## config.mk

```make
export PLATFORM = sky130hd
export DESIGN_NAME = cascade_compare_fsm_flat
export DESIGN_NICKNAME = d
export VERILOG_FILES = /design/src/rtl/cascade_compare_fsm_if.sv /design/src/rtl/cascade_compare_fsm.sv /design/src/flat_wrapper.sv
export SDC_FILE = /design/constraint.sdc
export NUM_CORES = 1
export LEC_CHECK = 0
export ABC_AREA = 1
export CAP_MARGIN = 25
export CORE_AREA = 10 10 59 51
export CTS_BUF_LIST = sky130_fd_sc_hd__clkbuf_8
export DETAILED_ROUTE_END_ITERATION = 16
export DIE_AREA = 0 0 69 61
export GPL_TIMING_DRIVEN = 1
export HOLD_SLACK_MARGIN = 0.08
export PLACE_DENSITY_LB_ADDON = 0.25
export SETUP_SLACK_MARGIN = 0.1
export SYNTH_ARGS = -nofsm -noshare
export SYNTH_HDL_FRONTEND = slang
export SYNTH_SLANG_ARGS = --single-unit
```

## constraint.sdc

```tcl
create_clock -name clk -period 1.45 [get_ports clk]
set_input_delay 0.2175 -clock clk [delete_from_list [all_inputs] [get_ports clk]]
set_output_delay 0.2175 -clock clk [all_outputs]
set_load 0.05 [all_outputs]
```

## src/rtl/cascade_compare_fsm_if.sv

```systemverilog
// Handshake bundle between a digit-comparator source and the cascade compare stage.
interface cascade_compare_fsm_if #(
  parameter int CNT_W = 4
);
  logic             start;
  logic             in_valid;
  logic             in_gt;
  logic             in_eq;
  logic             in_lt;
  logic             in_last;
  logic             busy;
  logic             done;
  logic             res_gt;
  logic             res_eq;
  logic             res_lt;
  logic             err;
  logic [CNT_W-1:0] digit_cnt;

  modport master (
    output start, in_valid, in_gt, in_eq, in_lt, in_last,
    input  busy, done, res_gt, res_eq, res_lt, err, digit_cnt
  );

  modport slave (
    input  start, in_valid, in_gt, in_eq, in_lt, in_last,
    output busy, done, res_gt, res_eq, res_lt, err, digit_cnt
  );
endinterface

```

## src/rtl/cascade_compare_fsm.sv

```systemverilog
// Resolves the magnitude relation of two multi-digit words from MSB-first
// per-digit one-hot compare flags; reports a latched result with a done pulse.
module cascade_compare_fsm #(
  parameter int MAX_DIGITS = 8,
  parameter int CNT_W      = 4
) (
  input  logic                 clk,
  input  logic                 rst,
  cascade_compare_fsm_if.slave bus
);

  typedef enum logic [1:0] {IDLE, RUN, FIN} state_t;

  state_t           state_q, state_d;
  logic [CNT_W-1:0] cnt_q, cnt_d;
  logic             err_q, err_d;
  logic             dec_q, dec_d;
  logic             rgt_q, rgt_d;
  logic             rlt_q, rlt_d;
  logic             res_gt_q, res_gt_d;
  logic             res_eq_q, res_eq_d;
  logic             res_lt_q, res_lt_d;
  logic             flags_ok;
  logic             clr;
  logic             fin;

  assign flags_ok = ({bus.in_gt, bus.in_eq, bus.in_lt} == 3'b100) ||
                    ({bus.in_gt, bus.in_eq, bus.in_lt} == 3'b010) ||
                    ({bus.in_gt, bus.in_eq, bus.in_lt} == 3'b001);

  always_comb begin
    state_d  = state_q;
    cnt_d    = cnt_q;
    err_d    = err_q;
    dec_d    = dec_q;
    rgt_d    = rgt_q;
    rlt_d    = rlt_q;
    res_gt_d = res_gt_q;
    res_eq_d = res_eq_q;
    res_lt_d = res_lt_q;
    clr      = 1'b0;
    fin      = 1'b0;

    case (state_q)
      IDLE: begin
        if (bus.start) begin
          clr     = 1'b1;
          state_d = RUN;
        end
      end
      RUN: begin
        if (bus.start) begin
          clr = 1'b1;
        end else if (bus.in_valid) begin
          // A digit beyond capacity is an overflow: not counted, ends the word.
          if (cnt_q == CNT_W'(MAX_DIGITS)) begin
            err_d   = 1'b1;
            state_d = FIN;
            fin     = 1'b1;
          end else begin
            cnt_d = cnt_q + CNT_W'(1);
            if (!flags_ok) begin
              err_d = 1'b1;
            end else if (!dec_q && !bus.in_eq) begin
              dec_d = 1'b1;
              rgt_d = bus.in_gt;
              rlt_d = bus.in_lt;
            end
            if (bus.in_last) begin
              state_d = FIN;
              fin     = 1'b1;
            end
          end
        end
      end
      FIN: begin
        if (bus.start) begin
          clr     = 1'b1;
          state_d = RUN;
        end else begin
          state_d = IDLE;
        end
      end
      default: state_d = IDLE;
    endcase

    if (clr) begin
      cnt_d    = '0;
      err_d    = 1'b0;
      dec_d    = 1'b0;
      rgt_d    = 1'b0;
      rlt_d    = 1'b0;
      res_gt_d = 1'b0;
      res_eq_d = 1'b0;
      res_lt_d = 1'b0;
    end

    // Results use the post-digit view so the final digit's effect is included.
    if (fin) begin
      res_gt_d = !err_d && dec_d && rgt_d;
      res_lt_d = !err_d && dec_d && rlt_d;
      res_eq_d = !err_d && !dec_d;
    end
  end

  always_ff @(posedge clk) begin
    if (rst) begin
      state_q  <= IDLE;
      cnt_q    <= '0;
      err_q    <= 1'b0;
      dec_q    <= 1'b0;
      rgt_q    <= 1'b0;
      rlt_q    <= 1'b0;
      res_gt_q <= 1'b0;
      res_eq_q <= 1'b0;
      res_lt_q <= 1'b0;
    end else begin
      state_q  <= state_d;
      cnt_q    <= cnt_d;
      err_q    <= err_d;
      dec_q    <= dec_d;
      rgt_q    <= rgt_d;
      rlt_q    <= rlt_d;
      res_gt_q <= res_gt_d;
      res_eq_q <= res_eq_d;
      res_lt_q <= res_lt_d;
    end
  end

  assign bus.busy      = (state_q == RUN);
  assign bus.done      = (state_q == FIN);
  assign bus.res_gt    = res_gt_q;
  assign bus.res_eq    = res_eq_q;
  assign bus.res_lt    = res_lt_q;
  assign bus.err       = err_q;
  assign bus.digit_cnt = cnt_q;

endmodule
```

## src/flat_wrapper.sv

```systemverilog
// flat-port wrapper written by rule: the top's interface ports become plain ports
module cascade_compare_fsm_flat 
#(
  parameter int MAX_DIGITS = 8,
  parameter int CNT_W      = 4
)
  (clk, rst, bus_start, bus_in_valid, bus_in_gt, bus_in_eq, bus_in_lt, bus_in_last, bus_busy, bus_done, bus_res_gt, bus_res_eq, bus_res_lt, bus_err, bus_digit_cnt);
  cascade_compare_fsm_if #(.CNT_W(CNT_W)) bus_i ();
  input  logic clk;
  input  logic rst;
  input wire logic [$bits(bus_i.start)-1:0] bus_start;
  input wire logic [$bits(bus_i.in_valid)-1:0] bus_in_valid;
  input wire logic [$bits(bus_i.in_gt)-1:0] bus_in_gt;
  input wire logic [$bits(bus_i.in_eq)-1:0] bus_in_eq;
  input wire logic [$bits(bus_i.in_lt)-1:0] bus_in_lt;
  input wire logic [$bits(bus_i.in_last)-1:0] bus_in_last;
  output wire logic [$bits(bus_i.busy)-1:0] bus_busy;
  output wire logic [$bits(bus_i.done)-1:0] bus_done;
  output wire logic [$bits(bus_i.res_gt)-1:0] bus_res_gt;
  output wire logic [$bits(bus_i.res_eq)-1:0] bus_res_eq;
  output wire logic [$bits(bus_i.res_lt)-1:0] bus_res_lt;
  output wire logic [$bits(bus_i.err)-1:0] bus_err;
  output wire logic [$bits(bus_i.digit_cnt)-1:0] bus_digit_cnt;
  assign bus_i.start = bus_start;
  assign bus_i.in_valid = bus_in_valid;
  assign bus_i.in_gt = bus_in_gt;
  assign bus_i.in_eq = bus_in_eq;
  assign bus_i.in_lt = bus_in_lt;
  assign bus_i.in_last = bus_in_last;
  assign bus_busy = bus_i.busy;
  assign bus_done = bus_i.done;
  assign bus_res_gt = bus_i.res_gt;
  assign bus_res_eq = bus_i.res_eq;
  assign bus_res_lt = bus_i.res_lt;
  assign bus_err = bus_i.err;
  assign bus_digit_cnt = bus_i.digit_cnt;
  cascade_compare_fsm #(.MAX_DIGITS(MAX_DIGITS), .CNT_W(CNT_W)) u_core (.clk(clk), .rst(rst), .bus(bus_i));
endmodule
```

# --- Yosys cells after proc, flatten, opt, wreduce, memory -nomap -nowiden ---
# Cells that the tools add are included.
classes:
  addsub: 1
  eq_ne: 10
  n_mux: 45
  n_bitwise: 2
  reduce_logical: 17
ops:
  columns: ["op", "n"]
  rows:
  - ["1-bit two-way mux", 39]
  - ["2-bit two-way mux", 5]
  - ["4-bit AND reduction", 2]
  - ["2-bit != test, second input constant", 3]
  - ["2-bit one-hot mux with 3 select lines", 1]
  - ["1-bit logical AND", 5]
  - ["4-bit by 1-bit adder with 4-bit output, second input constant", 1]
  - ["4-bit equality test, second input constant", 1]
  - ["1-bit zero test", 4]
  - ["3-bit by 1-bit equality test with 1-bit output, second input constant", 1]
  - ["3-bit by 2-bit equality test with 1-bit output, second input constant", 1]
  - ["3-bit equality test, second input constant", 1]
  - ["3-bit by 2-bit != test with 1-bit output, second input constant", 1]
  - ["3-bit OR reduction", 1]
  - ["2-bit by 1-bit equality test with 1-bit output, second input constant", 1]
  - ["2-bit equality test, second input constant", 1]
  - ["2-bit zero test", 1]
  - ["1-bit logical OR", 2]
  - ["1-bit NOT", 2]
  - ["2-bit nonzero test", 1]
  - ["2-bit OR reduction", 1]
totals:
  regBits: 13
  output_inout_bits: 10

# --- Longest topological paths before layout ---
# Gate-level depths: netlist (run 1).
logic_depth:
  ltp_word: 13
  ltp_mapped: 9

# --- Worst setup path after synthesis (run 1) ---
# Ideal clock, no wire load.
synth_path:
  path_kind: "reg2reg"
  from: "reg u_core.cnt_q[0] (netlist: u_core.bus.digit_cnt[0])"
  to: "reg u_core.res_gt_q (netlist: u_core.bus.res_gt)"
  setup_time_ns: 0.069
  arrival_time_ns: 1.616
  path_slack_ns: -0.235
  stages_incl_launch_ff: 10
  period_less_slack_ns: 1.685
  path_cell_list: "dfxtp_1 inv_1 ha_1 nand3_1 nand3_1 nand2_1 nand2_1 nand2_1 nand3_1 o21ai_1"
synth_via:
  elab_chain_cells: 10
  word_cells_on_any_way: 25
  cone_classes: "eq/ne (1); mux (20); reduce/logical (4)"
synth_rtl:
  columns: ["element", "line", "source"]
  rows:
  - ["start, declared", "cascade_compare_fsm.sv:15", "logic [CNT_W-1:0] cnt_q, cnt_d;"]
  - ["start signal, assigned", "cascade_compare_fsm.sv:119", "cnt_q <= cnt_d;"]
  - ["4-bit equality test (*)", "cascade_compare_fsm.sv:56", "if (cnt_q == CNT_W'(MAX_DIGITS)) begin"]
  - ["1-bit two-way mux", "cascade_compare_fsm.sv:56", null]
  - ["1-bit two-way mux", "cascade_compare_fsm.sv:54", "end else if (bus.in_valid) begin"]
  - ["1-bit two-way mux", "cascade_compare_fsm.sv:52", "if (bus.start) begin"]
  - ["1-bit two-way mux", "cascade_compare_fsm.sv:44", "case (state_q)"]
  - ["1-bit two-way mux", "cascade_compare_fsm.sv:87", "if (clr) begin"]
  - ["1-bit zero test", "cascade_compare_fsm.sv:100", "res_gt_d = !err_d && dec_d && rgt_d;"]
  - ["1-bit logical AND (2 in a row)", "cascade_compare_fsm.sv:100", null]
  - ["1-bit two-way mux", "cascade_compare_fsm.sv:99", "if (fin) begin"]
  - ["end signal, assigned", "cascade_compare_fsm.sv:124", "res_gt_q <= res_gt_d;"]
  - ["end, declared", "cascade_compare_fsm.sv:20", "logic res_gt_q, res_gt_d;"]
# Mark *: on every way between the ends. The rest lies on a longest branch, timed or not.
# A chain may end at the register's enable or synchronous reset.

# --- Worst setup path in the final report (run 1) ---
layout_path:
  from: "reg u_core.cnt_q[1] (netlist: u_core.bus.digit_cnt[1])"
  to: "reg u_core.res_lt_q (netlist: u_core.bus.res_lt)"
layout_via:
  elab_chain_cells: 10
  word_cells_on_any_way: 25
  cone_classes: "eq/ne (1); mux (20); reduce/logical (4)"
layout_rtl:
  columns: ["element", "line", "source"]
  rows:
  - ["4-bit equality test (*)", "cascade_compare_fsm.sv:56", null]
  - ["1-bit two-way mux", "cascade_compare_fsm.sv:56", null]
  - ["1-bit two-way mux", "cascade_compare_fsm.sv:54", null]
  - ["1-bit two-way mux", "cascade_compare_fsm.sv:52", null]
  - ["1-bit two-way mux", "cascade_compare_fsm.sv:44", null]
  - ["1-bit two-way mux", "cascade_compare_fsm.sv:87", null]
  - ["1-bit zero test", "cascade_compare_fsm.sv:101", "res_lt_d = !err_d && dec_d && rlt_d;"]
  - ["1-bit logical AND (2 in a row)", "cascade_compare_fsm.sv:101", null]
  - ["1-bit two-way mux", "cascade_compare_fsm.sv:99", null]
  - ["end signal, assigned", "cascade_compare_fsm.sv:126", "res_lt_q <= res_lt_d;"]
  - ["end, declared", "cascade_compare_fsm.sv:22", "logic res_lt_q, res_lt_d;"]
# Marked as above.

==> impl_metrics.json, run 1 <==
{
  "status": "completed",
  "crit_family": "simple AND/OR/NAND/NOR gates",
  "vias_per_cell": 4.74,
  "period_share_pct": 88.0,
  "port_buffers": 17,
  "cp_num_buf_inv": 1,
  "final_nets": 138,
  "cp_data_required_time_ps": 1630,
  "grtUsageMet1_pct": 9.04,
  "final_cell_count_no_fill": 151,
  "drcViolationCount": 0,
  "drv_slew": 0,
  "clk_latency_ps": 240,
  "rsz0062_at_grt": "yes",
  "grt_max_degree": 8,
  "crit_top_cell": "nand2_2",
  "drtIter0Drc": 19,
  "maxCapViolCount": 0,
  "path_cells": "inv_4 > ha_4 > nand3_4 > nand3_4 > nand2_2 > nand2_2 > nand2_2 > nand3_2 > o21ai_2",
  "cpMaxStageDelayCell": "dfxtp_4",
  "start_util_pct": 35.0,
  "die_area_mm2": 0.00421,
  "rows": 14,
  "ys_ff_latch": 13,
  "die_y_um": 61,
  "cts_buffer_depth": 2,
  "use_met2_pct": 14.7,
  "clk_pin_slew_ps": 50,
  "antenna_found_initial": 0,
  "antenna_cells": 0,
  "core-area_mm2": 0.00186,
  "fill_cells": 169,
  "grt_pass1_wl_mm": 2.99,
  "power.density_mw_per_mm2": 693,
  "root_buffer": "clkbuf_8",
  "max_slew_margin_pct": 79.8,
  "syn_nets": 107,
  "routed_wl_mm": 1.96,
  "hp-class": "primary input to flop",
  "numPlacedInstances": 142,
  "grtUsageMet3_pct": 4.73,
  "ys_types": 16,
  "hpwl_mm": 1.31,
  "critPathKind": "flop to flop",
  "finalSetupViolCount": 0,
  "syn2layout_area_growth_pct": 83.4,
  "gr-total-overflow": 0,
  "seq_area_frac_synth_pct": 40.1,
  "slowest_delay_ps": 360,
  "final_layout_size_suffix_gt1_share_pct": 45.7,
  "synth_area_um2": 649,
  "period_needed_ps": 1280,
  "grtUsageTotal_pct": 8.78,
  "cts_inserted_buffers": 3,
  "clock-sinks": 13,
  "worstMarginPinSlew_ps": 302,
  "busiest_layer": "met2",
  "vias": 716,
  "dp_slack_ps": -208,
  "postSynthAreaPerCell_um2": 6.69,
  "wl_per_cell_um": 13.0,
  "htree_num_levels": 1,
  "ant_nets": 0,
  "die_width_um": 69,
  "finalWorstSetupSlack_ps": 174,
  "cp-end-kind": "flop",
  "finalHoldViolations": 0,
  "io_pins": 18,
  "first_pass_iters": 4,
  "grt_pass1_vias": 691,
  "crit_path_start_kind": "flop",
  "cts_tree": "built",
  "place_congestion": 0.760,
  "fmax_ghz": 0.784,
  "cp.arrival_ps": 1450,
  "critPathMaxFanout": 5,
  "p_leak_nw": 0.562,
  "skew_ps": 3.80,
  "synth_warnings": 0,
  "irDropWorstVdd_mv": 0.601,
  "syn_inst": 97
}
layer usage:
| metal | routed length, µm | share of wire [%] | vias up |
|---|---|---|---|
| li1 | - | - | 364 |
| met1 | 839 | 43 | 324 |
| met2 | 931 | 47 | 21 |
| met3 | 133 | 6.8 | 7 |
| met4 | 57 | 2.9 | 0 |
| met5 | 0 | 0 | - |
cell usage after synthesis:
| cell type | n | area share [%] |
|---|---|---|
| o21a_1 | 1 | 1.2 |
| nor3_1 | 4 | 3.1 |
| nor2_4 | 1 | 1.7 |
| dfxtp_1 | 13 | 40 |
| o21ai_0 | 2 | 1.5 |
| nand3_1 | 13 | 10 |
| a21oi_1 | 7 | 5.4 |
| nand2_1 | 19 | 11 |
| and3_1 | 1 | 0.96 |
| nand4_1 | 1 | 0.96 |
| inv_1 | 21 | 12 |
| or2_2 | 1 | 0.96 |
| nor2_1 | 8 | 4.6 |
| nand2_2 | 1 | 0.96 |
| ha_1 | 2 | 3.9 |
| o21ai_1 | 2 | 1.5 |
flip-flops by register name, summed over array words and instances, names as in the netlist:
register / cells
u_core.bus.digit_cnt: 4
u_core.state_q: 2
u_core.bus.err: 1
u_core.bus.res_eq: 1
u_core.bus.res_gt: 1
u_core.bus.res_lt: 1
u_core.dec_q: 1
u_core.rgt_q: 1
u_core.rlt_q: 1
metrics by stage:
step / cell area (µm²) / power [mW] / hold WS, ps / util, % / setup TNS [ps]
3_3_place_gp: 982 / 0.487 / 512 / 52.9 / -572
2_1_floorplan: 664 / 0.429 / 287 / - / 0
3_5_place_dp: 982 / 0.489 / 514 / 52.9 / -915
4_1_cts: 1040 / 0.810 / 524 / 56.0 / 0
5_1_grt: 1190 / 0.873 / 422 / 64.2 / 0
6_report: 1190 / 0.826 / 371 / 64.2 / 0
what timing repair did:
action,in CTS,in global routing
resized for setup,5,36
setup buffers,0,5
endpoints found under the setup margin,5,9
hold buffers,0,0
pin swaps,0,11
report_power, final:
part	internal [mW]	leakage [nW]	total, mW	switching (mW)
registers	0.360	0.108	0.366	0.00606
clock network	0.187	0.0269	0.315	0.128
logic	0.0657	0.427	0.145	0.0789
total	0.613	0.562	0.826	0.213
layout by cell type, fill, tap and decap left out, types with 4 or more instances in the layout:
| cell type | instances |
|---|---|
| inv_1 | 16 |
| nand2_1 | 10 |
| buf_4 | 10 |
| buf_12 | 9 |
| dfxtp_1 | 8 |
| nand2_2 | 7 |
| nand3_1 | 7 |
| nor2_1 | 6 |
| inv_2 | 4 |
| a21oi_1 | 4 |
| nand3_2 | 4 |
| nor3_1 | 4 |
| dlymetal6s2s_1 | 4 |
worst paths after layout:
| path | endpoint | depth (start not counted) | slack (ps) | start |
|---|---|---|---|---|
| worst max-delay path | u_core.bus.res_lt | 9 | 170 | u_core.bus.digit_cnt[1] |
| worst min-delay path | u_core.state_q[0] | 4 | 370 | bus_in_valid |
| worst max register to register | u_core.bus.res_lt | 9 | 170 | u_core.bus.digit_cnt[1] |
| worst min register to register | u_core.bus.res_gt | 2 | 520 | u_core.bus.res_gt |
tightest hold or removal path: stages:
cell and delay [ps]:
dlymetal6s2s_1 150, nand3_1 100, nand2_1 60, a21oi_1 50
cells by family after synthesis:
family	after synthesis	share of synthesized area [%]
AOI/OAI and AO/OA	12	9.63
adders and majority gates	2	3.85
buffers and inverters	21	12.1
DFF	13	40.1
and+or+nand+nor	49	34.3
layout make-up:
cell class                      instances  area, µm²  share of cell area [%]
Clock buffer                            3       41.3                    3.47
Inverter                               21       83.8                    7.04
Clock inverter                          1       3.75                   0.315
Tap cell                               24       30.0                    2.52
Multi-Input combinational cell         63        425                    35.7
Timing Repair Buffer                   26        335                    28.2
Sequential cell                        13        272                    22.8
Power figures use the tool's default switching activity.
==> inputs of run 2 (changes only) <==
Settings changed: PLACE_DENSITY_LB_ADDON 0.25 to not set.
==> run 2 against run 1 <==
Net effect: cell count is 2.0% lower; non-clock buffer count shrank 3; worst hold slack worse by 4.2 ps; first-iteration DRC count is 53% higher; total power down 1.2%; largest power group unchanged; register-to-register slack hardly changed; highest routed layer unchanged; maximum frequency is 1.1% higher.
==> impl_metrics.json, run 2 (same netlist as run 1, synthesis figures left out) <==
{
  "design_area_mm2": 0.00115,
  "drtIter0Drc": 29,
  "antenna_found_initial": 0,
  "ant_nets": 0,
  "port_buffers": 17,
  "multi_input_area_um2": 417,
  "vias_per_cell": 4.84,
  "utilization_pct": 62.2,
  "r2r_slack_ps": 190,
  "first_pass_iters": 4,
  "die_width_um": 69,
  "drcViolationCount": 0,
  "dp_slack_ps": -122,
  "syn2layout_area_growth_pct": 77.8,
  "critPathKind": "flop to flop",
  "final_common_cell": "inv_1",
  "hp-class": "primary input to flop",
  "finalSetupViolCount": 0,
  "cts_inserted_buffers": 3,
  "grt_pass1_wl_mm": 3.05,
  "placed_area_um2": 975,
  "crit_path_start_kind": "flop",
  "hpwl_mm": 1.34,
  "vias": 717,
  "power.density_mw_per_mm2": 706,
  "clk_latency_ps": 240,
  "routed_wl_mm": 1.88,
  "irDropWorstVdd_mv": 0.695,
  "core-area_mm2": 0.00186,
  "start_util_pct": 35.0,
  "die_area_mm2": 0.00421,
  "final_layout_size_suffix_gt1_share_pct": 41.9,
  "grtUsageTotal_pct": 8.76,
  "antenna_cells": 0,
  "drv_slew": 0,
  "final_nets": 135,
  "io_pins": 18,
  "status": "completed",
  "largest_reg_flops": 4,
  "gr-total-overflow": 0,
  "cp_data_required_time_ps": 1620,
  "rsz0062_at_grt": "no",
  "max_slew_margin_pct": 78.0,
  "fmax_ghz": 0.792,
  "maxCapViolCount": 0,
  "place_congestion": 0.732,
  "ff_latch_area_um2": 272,
  "die_y_um": 61,
  "worstMarginPinSlew_ps": 330,
  "cts_tree": "built",
  "cts_buffer_depth": 2,
  "skew_ps": 1.78,
  "cp.arrival_ps": 1430,
  "grt_max_degree": 8,
  "critPathMaxFanout": 5,
  "rows": 14,
  "grt_pass1_vias": 728,
  "period_share_pct": 87.1,
  "wl_per_cell_um": 12.7,
  "power_uw": 816,
  "clock-sinks": 13,
  "fin_hold_ws_ps": 367,
  "root_buffer": "clkbuf_8",
  "finalWorstSetupSlack_ps": 187,
  "cp-end-kind": "flop",
  "layout_common_cells": "inv_1, nand2_1, buf_12",
  "fill_cells": 165,
  "period_needed_ps": 1260,
  "clk_pin_slew_ps": 50,
  "htree_num_levels": 1,
  "finalHoldViolations": 0,
  "p_leak_nw": 0.540
}
==> run 2: cell type report <==
type                            instances  area share, %
Clock buffer                            3           3.58
Clock inverter                          1          0.325
Inverter                               21           6.83
Multi-Input combinational cell         63           36.1
Sequential cell                        13           23.5
Tap cell                               24           2.60
Timing Repair Buffer                   23           27.1
==> run 2: metal layers <==
| layer | track usage [%] | wire (µm) |
|---|---|---|
| met2 | 14.8 | 922 |
| met5 | 0 | 0 |
| met1 | 9.96 | 831 |
| met3 | 3.26 | 99 |
| met4 | 3.44 | 25 |
==> run 2: metrics by stage <==
stage               setup TNS, ps  std cells
global placement             -486        141
global route                    0        148
floorplan                       0         97
CTS                             0        147
detailed placement           -744        141
finish                          0        148
==> run 2: report_power, final <==
group / switching, mW / internal [mW]
Combinational: 0.0764 / 0.0615
Clock: 0.126 / 0.187
Sequential: 0.00465 / 0.360
Total: 0.207 / 0.608
==> run 2: repair_timing <==
action	4_1_cts	5_1_grt
gates cloned	0	0
pin swaps	2	8
setup buffers	2	1
gates resized for setup	9	26
hold buffers	0	0
setup endpoints to repair	4	8
==> run 2: final timing paths <==
check	cells past startpoint	endpoint	from
min	4	u_core.state_q[0]	bus_in_valid
max reg2reg	9	u_core.bus.res_lt	u_core.bus.digit_cnt[0]
max	9	u_core.bus.res_lt	u_core.bus.digit_cnt[0]
min reg2reg	2	u_core.bus.res_gt	u_core.bus.res_gt
==> run 2: worst max-delay path: stages, from the launching register on <==
cell and delay, ps:
dfxtp_4 340, inv_2 50, ha_4 160, nand3_4 130
nand3_4 90, nand2_2 60, nand2_1 60, nand2_2 90
nand3_2 80, o21ai_1 140
